## config.mk

```make
export PLATFORM = sky130hd
export DESIGN_NAME = sa_tile_scheduler
export DESIGN_NICKNAME = d
export VERILOG_FILES = /design/src/rtl/sa_pkg.sv /design/src/rtl/sa_skew_gen.sv /design/src/rtl/sa_tile_scheduler.sv
export SDC_FILE = /design/constraint.sdc
export NUM_CORES = 1
export LEC_CHECK = 0
export CORE_MARGIN = 10
export CORE_UTILIZATION = 40
export CTS_BUF_LIST = sky130_fd_sc_hd__clkbuf_4 sky130_fd_sc_hd__clkbuf_8
export DETAILED_ROUTE_END_ITERATION = 6
export SLEW_MARGIN = 30
export SYNTH_ARGS = -nofsm -noshare
export SYNTH_HDL_FRONTEND = slang
export SYNTH_SLANG_ARGS = --single-unit
export TNS_END_PERCENT = 30
```

## constraint.sdc

```tcl
create_clock -name clk -period 7 [get_ports clk]
set_input_delay 1.05 -clock clk [delete_from_list [all_inputs] [get_ports clk]]
set_output_delay 1.05 -clock clk [all_outputs]
set_load 0.02 [all_outputs]
```

## src/rtl/sa_pkg.sv

```systemverilog
// Shared constants and state encoding for the systolic-array tile scheduler.
// Latency: n/a (declarations only).
// Backpressure: n/a.
package sa_pkg;

  localparam int N         = 5;                // array dimension (rows = cols)
  localparam int AW        = 8;                // weight/result memory address width
  localparam int DRAIN_LEN = N;                // cycles for last partial sums to exit
  localparam int FEED_LEN  = 2 * N - 1;        // skewed feed length
  localparam int RES_LEN   = N * N;            // results written per pass
  localparam int CW        = $clog2(RES_LEN);  // shared counter width (covers N*N-1)

  typedef enum logic [2:0] {
    IDLE  = 3'd0,
    LOADW = 3'd1,
    FEED  = 3'd2,
    DRAIN = 3'd3,
    WRITE = 3'd4,
    DONE  = 3'd5
  } state_t;

endpackage

```

## src/rtl/sa_skew_gen.sv

```systemverilog
// Per-row skewed input enables: row r is active while r <= k < r+N.
// Latency: combinational; the caller registers the result.
// Backpressure: none, pure decode of the feed index.
module sa_skew_gen
  import sa_pkg::*;
(
  input  logic          feed,
  input  logic [CW-1:0] k,
  output logic [N-1:0]  en
);

  // Row r sees element k-r only inside its N-cycle window.
  always_comb begin
    en = '0;
    for (int r = 0; r < N; r++) begin
      en[r] = feed && (k >= CW'(r)) && (k < CW'(r + N));
    end
  end

endmodule

```

## src/rtl/sa_tile_scheduler.sv

```systemverilog
// One-pass sequencer for the NxN weight-stationary tile: load, feed, drain, write-back.
// Latency: start edge at t0 -> LOADW t0+1..t0+5, FEED ..t0+14, DRAIN ..t0+19, WRITE ..t0+44, com t0+45.
// Backpressure: none; the pass runs at fixed rate, init must drop in DONE before the next pass.
module sa_tile_scheduler
  import sa_pkg::*;
(
  input  logic          clk,
  input  logic          rst,
  input  logic          init,
  input  logic [AW-1:0] base_address,
  output logic          com,
  output logic          busy,
  output logic [AW-1:0] wmem_addr,
  output logic          sa_wload,
  output logic [N-1:0]  in_en,
  output logic [CW-1:0] feed_cnt,
  output logic          res_we,
  output logic [AW-1:0] res_addr,
  output logic [CW-1:0] res_sel
);

  state_t        state_q, state_d;
  logic [CW-1:0] cnt_q, cnt_d;
  logic [AW-1:0] base_q, base_d;
  logic          init_q;
  logic          feed_d;
  logic [N-1:0]  in_en_d;

  // Next state, shared counter and base latch. The counter restarts at 0 on
  // every state change so each phase indexes from 0.
  always_comb begin
    state_d = state_q;
    cnt_d   = cnt_q;
    base_d  = base_q;
    case (state_q)
      IDLE: begin
        if (init && !init_q) begin
          state_d = LOADW;
          base_d  = base_address;
          cnt_d   = '0;
        end
      end
      LOADW: begin
        if (cnt_q == CW'(N - 1)) begin
          state_d = FEED;
          cnt_d   = '0;
        end else begin
          cnt_d = cnt_q + CW'(1);
        end
      end
      FEED: begin
        if (cnt_q == CW'(FEED_LEN - 1)) begin
          state_d = DRAIN;
          cnt_d   = '0;
        end else begin
          cnt_d = cnt_q + CW'(1);
        end
      end
      DRAIN: begin
        if (cnt_q == CW'(DRAIN_LEN - 1)) begin
          state_d = WRITE;
          cnt_d   = '0;
        end else begin
          cnt_d = cnt_q + CW'(1);
        end
      end
      WRITE: begin
        if (cnt_q == CW'(RES_LEN - 1)) begin
          state_d = DONE;
          cnt_d   = '0;
        end else begin
          cnt_d = cnt_q + CW'(1);
        end
      end
      DONE: begin
        cnt_d = '0;
        if (!init) begin
          state_d = IDLE;
        end
      end
      default: begin
        state_d = IDLE;
        cnt_d   = '0;
      end
    endcase
  end

  assign feed_d = (state_d == FEED);

  sa_skew_gen u_skew (
    .feed (feed_d),
    .k    (cnt_d),
    .en   (in_en_d)
  );

  // State, counter, base latch and start-edge history.
  always_ff @(posedge clk or posedge rst) begin
    if (rst) begin
      state_q <= IDLE;
      cnt_q   <= '0;
      base_q  <= '0;
      init_q  <= 1'b0;
    end else begin
      state_q <= state_d;
      cnt_q   <= cnt_d;
      base_q  <= base_d;
      init_q  <= init;
    end
  end

  // Outputs decoded from the next state so they align with the state register
  // and never glitch between phases.
  always_ff @(posedge clk or posedge rst) begin
    if (rst) begin
      com       <= 1'b0;
      busy      <= 1'b0;
      wmem_addr <= '0;
      sa_wload  <= 1'b0;
      in_en     <= '0;
      feed_cnt  <= '0;
      res_we    <= 1'b0;
      res_addr  <= '0;
      res_sel   <= '0;
    end else begin
      com       <= (state_d == DONE);
      busy      <= (state_d == LOADW) || (state_d == FEED) ||
                   (state_d == DRAIN) || (state_d == WRITE);
      sa_wload  <= (state_d == LOADW);
      wmem_addr <= (state_d == LOADW) ? AW'(cnt_d) : '0;
      in_en     <= in_en_d;
      feed_cnt  <= feed_d ? cnt_d : '0;
      res_we    <= (state_d == WRITE);
      res_sel   <= (state_d == WRITE) ? cnt_d : '0;
      res_addr  <= (state_d == WRITE) ? (base_d + AW'(cnt_d)) : '0;
    end
  end

endmodule
```

==> results of run 1 <==
==> power groups by stage <==
stage	Combinational (mW)	Clock, mW	Sequential, mW
after floorplan	0.376	0	0.422
after global placement	0.556	0	0.396
after detailed placement	0.561	0	0.397
after CTS	0.566	0.200	0.392
after global routing	0.619	0.214	0.400
final	0.558	0.193	0.391
==> sequential cells by signal (all words and copies together) (netlist names), 3 cells and up <==
signal / flops
wmem_addr: 5
feed_cnt: 5
in_en: 5
state_q: 3
res_sel: 5
res_addr: 8
base_q: 8
cnt_q: 5
==> synth_stat cells, drive strengths merged <==
cell type   n  area share, %
a311oi      1           0.67
o21a        3            1.1
o21ba       1           0.45
o211ai      1           0.56
nand4b      1            1.1
o41a        1           0.50
o32ai       1           0.39
o211a       1           0.45
a21o        3            1.0
and3        2           0.56
nand2b      1           0.28
o31ai       1           0.56
mux2        5            2.5
xnor2       5            2.0
conb        1           0.17
nor3        5            1.1
nor3b       1           0.34
nand2      10            1.8
nor2b       3           0.84
o311ai      1           0.73
o21ai      10            2.2
and4b       1           0.45
and2        5            1.4
or3         2           0.56
o21bai      1           0.34
nor4        1           0.28
a211oi      4            2.1
and4bb      1           0.56
dfrtp      49             55
or2         1           0.28
o31a        1           0.39
a22o        1           0.39
a32o        1           0.50
mux2i       3            1.5
fa          1           0.89
nor2       21            3.7
o2111ai     1           0.39
buf         5            1.5
nand3       3           0.67
nand4bb     1            1.2
a21oi       4            1.1
xor2        2           0.78
ha          7            3.9
inv        16            2.7
or3b        1           0.39
==> cells by family (layout without fill, tap and decap cells) <==
group	Yosys count	count (layout)	synth area share, %
simple gates	60	60	15.5
buf+inv	21	65	4.14
mux	8	8	4.02
fa+ha+maj	8	8	4.81
compound gates	37	37	13.8
other cells	1	3	0.168
flops	49	49	54.8
xor+xnor	7	7	2.74
==> worst max path at each step <==
stage | slack [ns] | end | start | depth (start not counted)
after floorplan | 3.75 | res_addr[6] | init | 10
after global placement | 2.90 | res_addr[6] | init | 11
after detailed placement | 2.84 | res_addr[7] | init | 12
after CTS | 3.16 | res_addr[6] | init | 11
after global routing | 2.93 | res_addr[7] | init | 12
final | 3.17 | res_addr[7] | init | 12
==> cell type report <==
cell class | instances | area [um2] | share of cell area [%]
clock buffer | 5 | 68.8 | 2.43
clock inverter | 2 | 35.0 | 1.24
inverter | 16 | 62.6 | 2.21
multi-input combinational | 123 | 927 | 32.8
sequential | 49 | 1230 | 43.3
tap | 72 | 90.1 | 3.18
timing repair buffer | 42 | 420 | 14.9
==> layer usage <==
metal / vias up / track usage, % / wire (um)
met5: - / 0 / 0
met3: 6 / 3.89 / 322
met4: 0 / 3.74 / 59
li1: 745 / - / -
met1: 727 / 12.2 / 1870
met2: 35 / 17.9 / 2290
==> per-stage QoR <==
step                      std cells  utilization [%]
after global routing            309             51.7
after floorplan                 193                -
after global placement          302             49.8
after CTS                       309             51.7
final                           309             51.7
after detailed placement        302             49.8
==> results.sh, run 1 <==
export IMPL_synth_cell_types=55
export IMPL_power_frac_seq_pct=34.2
export IMPL_cts_root_buffer="clkbuf_8"
export IMPL_grt_usage_pct=10.6
export IMPL_grt_start_max_net_pins=50
export IMPL_fmax_mhz=261
export IMPL_clkPwrFrac_pct=16.9
export IMPL_ctsHoldBuffers=0
export IMPL_grt_pass1_wl_um=7430
export IMPL_crit_family="compound AO/OA/AOI/OAI gates"
export IMPL_crit_path_top_delay_cell="clkdlybuf4s50_1"
export IMPL_syn_inst=191
export IMPL_tritoncts="built"
export IMPL_grt_antenna_before_repair=0
export IMPL_routed_wl_um=4540
export IMPL_p_int_mw=0.692
export IMPL_yosys_warnings=0
export IMPL_fin_nets=256
export IMPL_cts_sinks=49
export IMPL_synth_seq_area_share_pct=54.8
export IMPL_insertedDiodeCount=0
export IMPL_drv_slew=0
export IMPL_drive_gt1_share_pct=12.7
export IMPL_path_class="input port to flop"
export IMPL_worst_slew_pin_slew_ns=0.588
export IMPL_core_area_mm2=0.00547
export IMPL_p_comb_share_pct=48.9
export IMPL_cts_buffers=5
export IMPL_most_common_layout_cells="dfrtp_1 (49), clkdlybuf4s50_1 (42), nor2_1 (19)"
export IMPL_antenna_left=0
export IMPL_drt_iter0_drc=51
export IMPL_area_growth_pct=26.4
export IMPL_r2r_slack_ns=3.54
export IMPL_finalPower_mw=1.14
export IMPL_max_stage_delay_ns=0.51
export IMPL_post_route_period_util_pct=54.8
export IMPL_hold_depth=1
export IMPL_syn_area_per_cell_um2=11.7
export IMPL_remaining_drc_errors=0
export IMPL_h_tree_depth=2
export IMPL_start_util_pct=40.9
export IMPL_clk_path_buf_depth=2
export IMPL_regToRegEndpoint="res_addr[6]"
export IMPL_fillers=497
export IMPL_rr_startpoint="cnt_q[0]"
export IMPL_required_ns=7.22
export IMPL_grt_overflow_total=0
export IMPL_io_buffer_count=42
export IMPL_min_from="base_q[0]"
export IMPL_cp_end_kind="flop"
export IMPL_timing_setup_tns_ns=0
export IMPL_clock_latency_ns=0.30
export IMPL_vias=1513
export IMPL_worst_r2r_cell_count=13
export IMPL_hold_viol=0
export IMPL_hp_class="flop to flop"
export IMPL_dp_hpwl_um=3440
export IMPL_dpl_cell_area_mm2=0.00273
export IMPL_holdWs_ns=0.505
export IMPL_p_sw_mw=0.450
export IMPL_sw_frac_of_total_pct=39.4
export IMPL_path_clk_slew_ns=0.09
export IMPL_setup_violations=0
export IMPL_slew_headroom_pct=60.4
export IMPL_cts_setup_buffers=0
export IMPL_holdPathEnd="base_q[0]"
export IMPL_syn_area_mm2=0.00224
export IMPL_status="completed"
export IMPL_io_pins=46
export IMPL_drt_pass1_iter_count=4
export IMPL_setup_ws_ns=3.17
export IMPL_die_area_mm2=0.00899
export IMPL_crit_arrival_ns=4.05
export IMPL_final_area_mm2=0.00283
export IMPL_grt_pass1_vias=1515
export IMPL_final_common_cell="dfrtp_1"
export IMPL_leakagePower_nw=1.34
export IMPL_die_width_um=94.8
export IMPL_max_cap_violations=0
export IMPL_p_per_area_mw_per_mm2=403
export IMPL_dieHeight_um=94.8
export IMPL_pre_cts_ws_ns=2.84
export IMPL_start_kind="input port"
export IMPL_avgViaCountPerCell=4.90
export IMPL_worstPathCellList="clkdlybuf4s50_1 > nor2b_1 > nor2_1 > o311ai_2 > o21a_2 > inv_2 > ha_1 > o21ai_0 > o21bai_1 > a21oi_1 > nor4_1 > nor3_1"
export IMPL_place_congestion=0.783
export IMPL_irDropWorstVdd_mv=0.211
export IMPL_fin_crit_ns=3.83
export IMPL_clock_skew_ns=0.00657
export IMPL_cts_resized_gates=0
export IMPL_core_rowCount=27
export IMPL_wl_per_cell_um=14.7
export IMPL_synth_seq_cells=49
export IMPL_cp_num_buf_inv=2
export IMPL_cp_max_fo=5
export IMPL_rsz0062_at_grt="no"
(Power assumes the default switching activity.)
==> inputs of run 2 (changes only) <==
==> constraint.sdc (replaced) <==
create_clock -name clk -period 3.8 [get_ports clk]
set_input_delay 0.57 -clock clk [delete_from_list [all_inputs] [get_ports clk]]
set_output_delay 0.57 -clock clk [all_outputs]
set_load 0.02 [all_outputs]
==> run 2 against run 1 <==
Combinational power grew 83%; via count rose by 0.59%; routed wire length grew 0.35%; global-route usage decreased by 0.12 points; non-clock buffer count up 1; power up 80%; clock power rose by 60%; utilization down 0.11 points; die area stayed put; design area is 0.22% lower.
==> results.sh, run 2 (synthesis gave the netlist of run 1 again) <==
export IMPL_core_area_mm2=0.00547
export IMPL_die_width_um=94.8
export IMPL_timing_setup_tns_ns=0
export IMPL_dp_cells=303
export IMPL_irDropWorstVdd_mv=0.352
export IMPL_area_growth_pct=26.2
export IMPL_core_rowCount=27
export IMPL_cts_resized_gates=0
export IMPL_grt_start_max_net_pins=50
export IMPL_slew_headroom_pct=61.3
export IMPL_cts_root_buffer="clkbuf_8"
export IMPL_dieHeight_um=94.8
export IMPL_die_area_mm2=0.00899
export IMPL_drive_gt1_share_pct=13.4
export IMPL_fmax_mhz=293
export IMPL_worst_slew_pin_slew_ns=0.580
export IMPL_drt_pass1_iter_count=4
export IMPL_worstPathCellList="inv_1 > ha_1 > nand4b_4 > a32o_2 > o31ai_2 > inv_1 > ha_1 > fa_1 > a21o_1 > a21o_1 > a21oi_1 > nor3_1 > nor3_1"
export IMPL_required_ns=4.02
export IMPL_max_stage_delay_ns=0.47
export IMPL_crit_end="res_addr[6]"
export IMPL_h_tree_depth=2
export IMPL_hp_class="flop to flop"
export IMPL_crit_arrival_ns=3.64
export IMPL_start_util_pct=40.9
export IMPL_tritoncts="built"
export IMPL_drv_slew=0
export IMPL_avgViaCountPerCell=4.89
export IMPL_crit_family="compound AO/OA/AOI/OAI gates"
export IMPL_fin_crit_ns=3.42
export IMPL_seqCellArea_mm2=0.00123
export IMPL_grt_overflow_total=0
export IMPL_r2r_slack_ns=0.38
export IMPL_cp_depth=13
export IMPL_ctsHoldBuffers=0
export IMPL_top_regs="base_q: 8 flops, res_addr: 8 flops"
export IMPL_io_buffer_count=42
export IMPL_setup_violations=0
export IMPL_path_class="flop to flop"
export IMPL_crit_path_top_delay_cell="dfrtp_1"
export IMPL_cp_max_fo=7
export IMPL_cp_num_buf_inv=2
export IMPL_fin_nets=257
export IMPL_drt_iter0_drc=31
export IMPL_remaining_drc_errors=0
export IMPL_clk_path_buf_depth=2
export IMPL_place_congestion=0.781
export IMPL_rr_startpoint="cnt_q[0]"
export IMPL_fin_util_pct=51.6
export IMPL_max_cap_violations=0
export IMPL_hold_viol=0
export IMPL_rsz0062_at_grt="no"
export IMPL_dp_hpwl_um=3400
export IMPL_start_kind="flop"
export IMPL_fillers=507
export IMPL_cp_end_kind="flop"
export IMPL_vias=1522
export IMPL_cts_buffers=5
export IMPL_crit_start="cnt_q[0]"
export IMPL_antenna_left=0
export IMPL_p_per_area_mw_per_mm2=726
export IMPL_final_common_cell="dfrtp_1"
export IMPL_instances_no_fill=311
export IMPL_grt_pass1_vias=1551
export IMPL_clock_skew_ns=0.00872
export IMPL_wl_per_cell_um=14.6
export IMPL_io_pins=46
export IMPL_routed_wl_um=4560
export IMPL_cts_sinks=49
export IMPL_insertedDiodeCount=0
export IMPL_multi_input_area_um2=927
export IMPL_path_clk_slew_ns=0.09
export IMPL_clock_latency_ns=0.30
export IMPL_most_common_layout_cells="dfrtp_1 (49), clkdlybuf4s50_1 (42), nor2_1 (19)"
export IMPL_post_route_period_util_pct=89.9
export IMPL_worst_r2r_cell_count=13
export IMPL_regToRegEndpoint="res_addr[6]"
export IMPL_grt_pass1_wl_um=7470
export IMPL_grt_antenna_before_repair=0
export IMPL_leakagePower_nw=1.34
export IMPL_status="completed"
export IMPL_cts_setup_buffers=0
export IMPL_grt_usage_pct=10.5
## run 2: changes by cell type in the layout (fill, tap and decap cells not counted), sizes merged
cell	change
buf	+1
bufinv	-1
inv	+1
clkinvlp	+1
## run 2: metal layers
layer  wire length [um]  track usage [%]  part of all wire, %  vias up
met5                  0                0                    0        -
met4                 51             2.99                  1.1        0
met3                355             3.89                  7.8        6
met2               2260             17.8                   50       51
met1               1890             12.2                   42      717
li1                   -                -                    -      748
## run 2: cell type report
| type | instances | share of cell area [%] |
|---|---|---|
| flip-flops and latches | 49 | 43.4 |
| multi-input cells | 123 | 32.8 |
| repair buffers | 43 | 15.2 |
| well taps | 72 | 3.19 |
| clock buffers | 5 | 2.44 |
| inverters | 16 | 2.22 |
| clock inverters | 3 | 0.753 |
## run 2: metrics by stage
stage | setup WS [ns] | cell area [um2] | hold WS (ns) | total power, mW
global route | 0.0833 | 2820 | 0.534 | 2.22
detailed placement | 0.219 | 2730 | 0.487 | 1.76
CTS | 0.353 | 2820 | 0.509 | 2.08
floorplan | 0.779 | 2250 | 0.471 | 1.47
finish | 0.384 | 2820 | 0.503 | 2.05
global placement | 0.271 | 2730 | 0.482 | 1.76
## run 2: worst min path at each step
stage                     slack, ns  cells after the start         to      start
after floorplan                0.47                      2  base_q[7]  base_q[7]
after CTS                      0.51                      1  base_q[0]  base_q[0]
after detailed placement       0.49                      1  base_q[0]  base_q[0]
final                          0.50                      1  base_q[0]  base_q[0]
after global placement         0.48                      1  base_q[0]  base_q[0]
after global routing           0.53                      1  base_q[2]  base_q[2]
## run 2: power by group
part           internal (mW)  switching (mW)
Clock                  0.131           0.177
Combinational          0.440           0.583
Sequential             0.644          0.0762
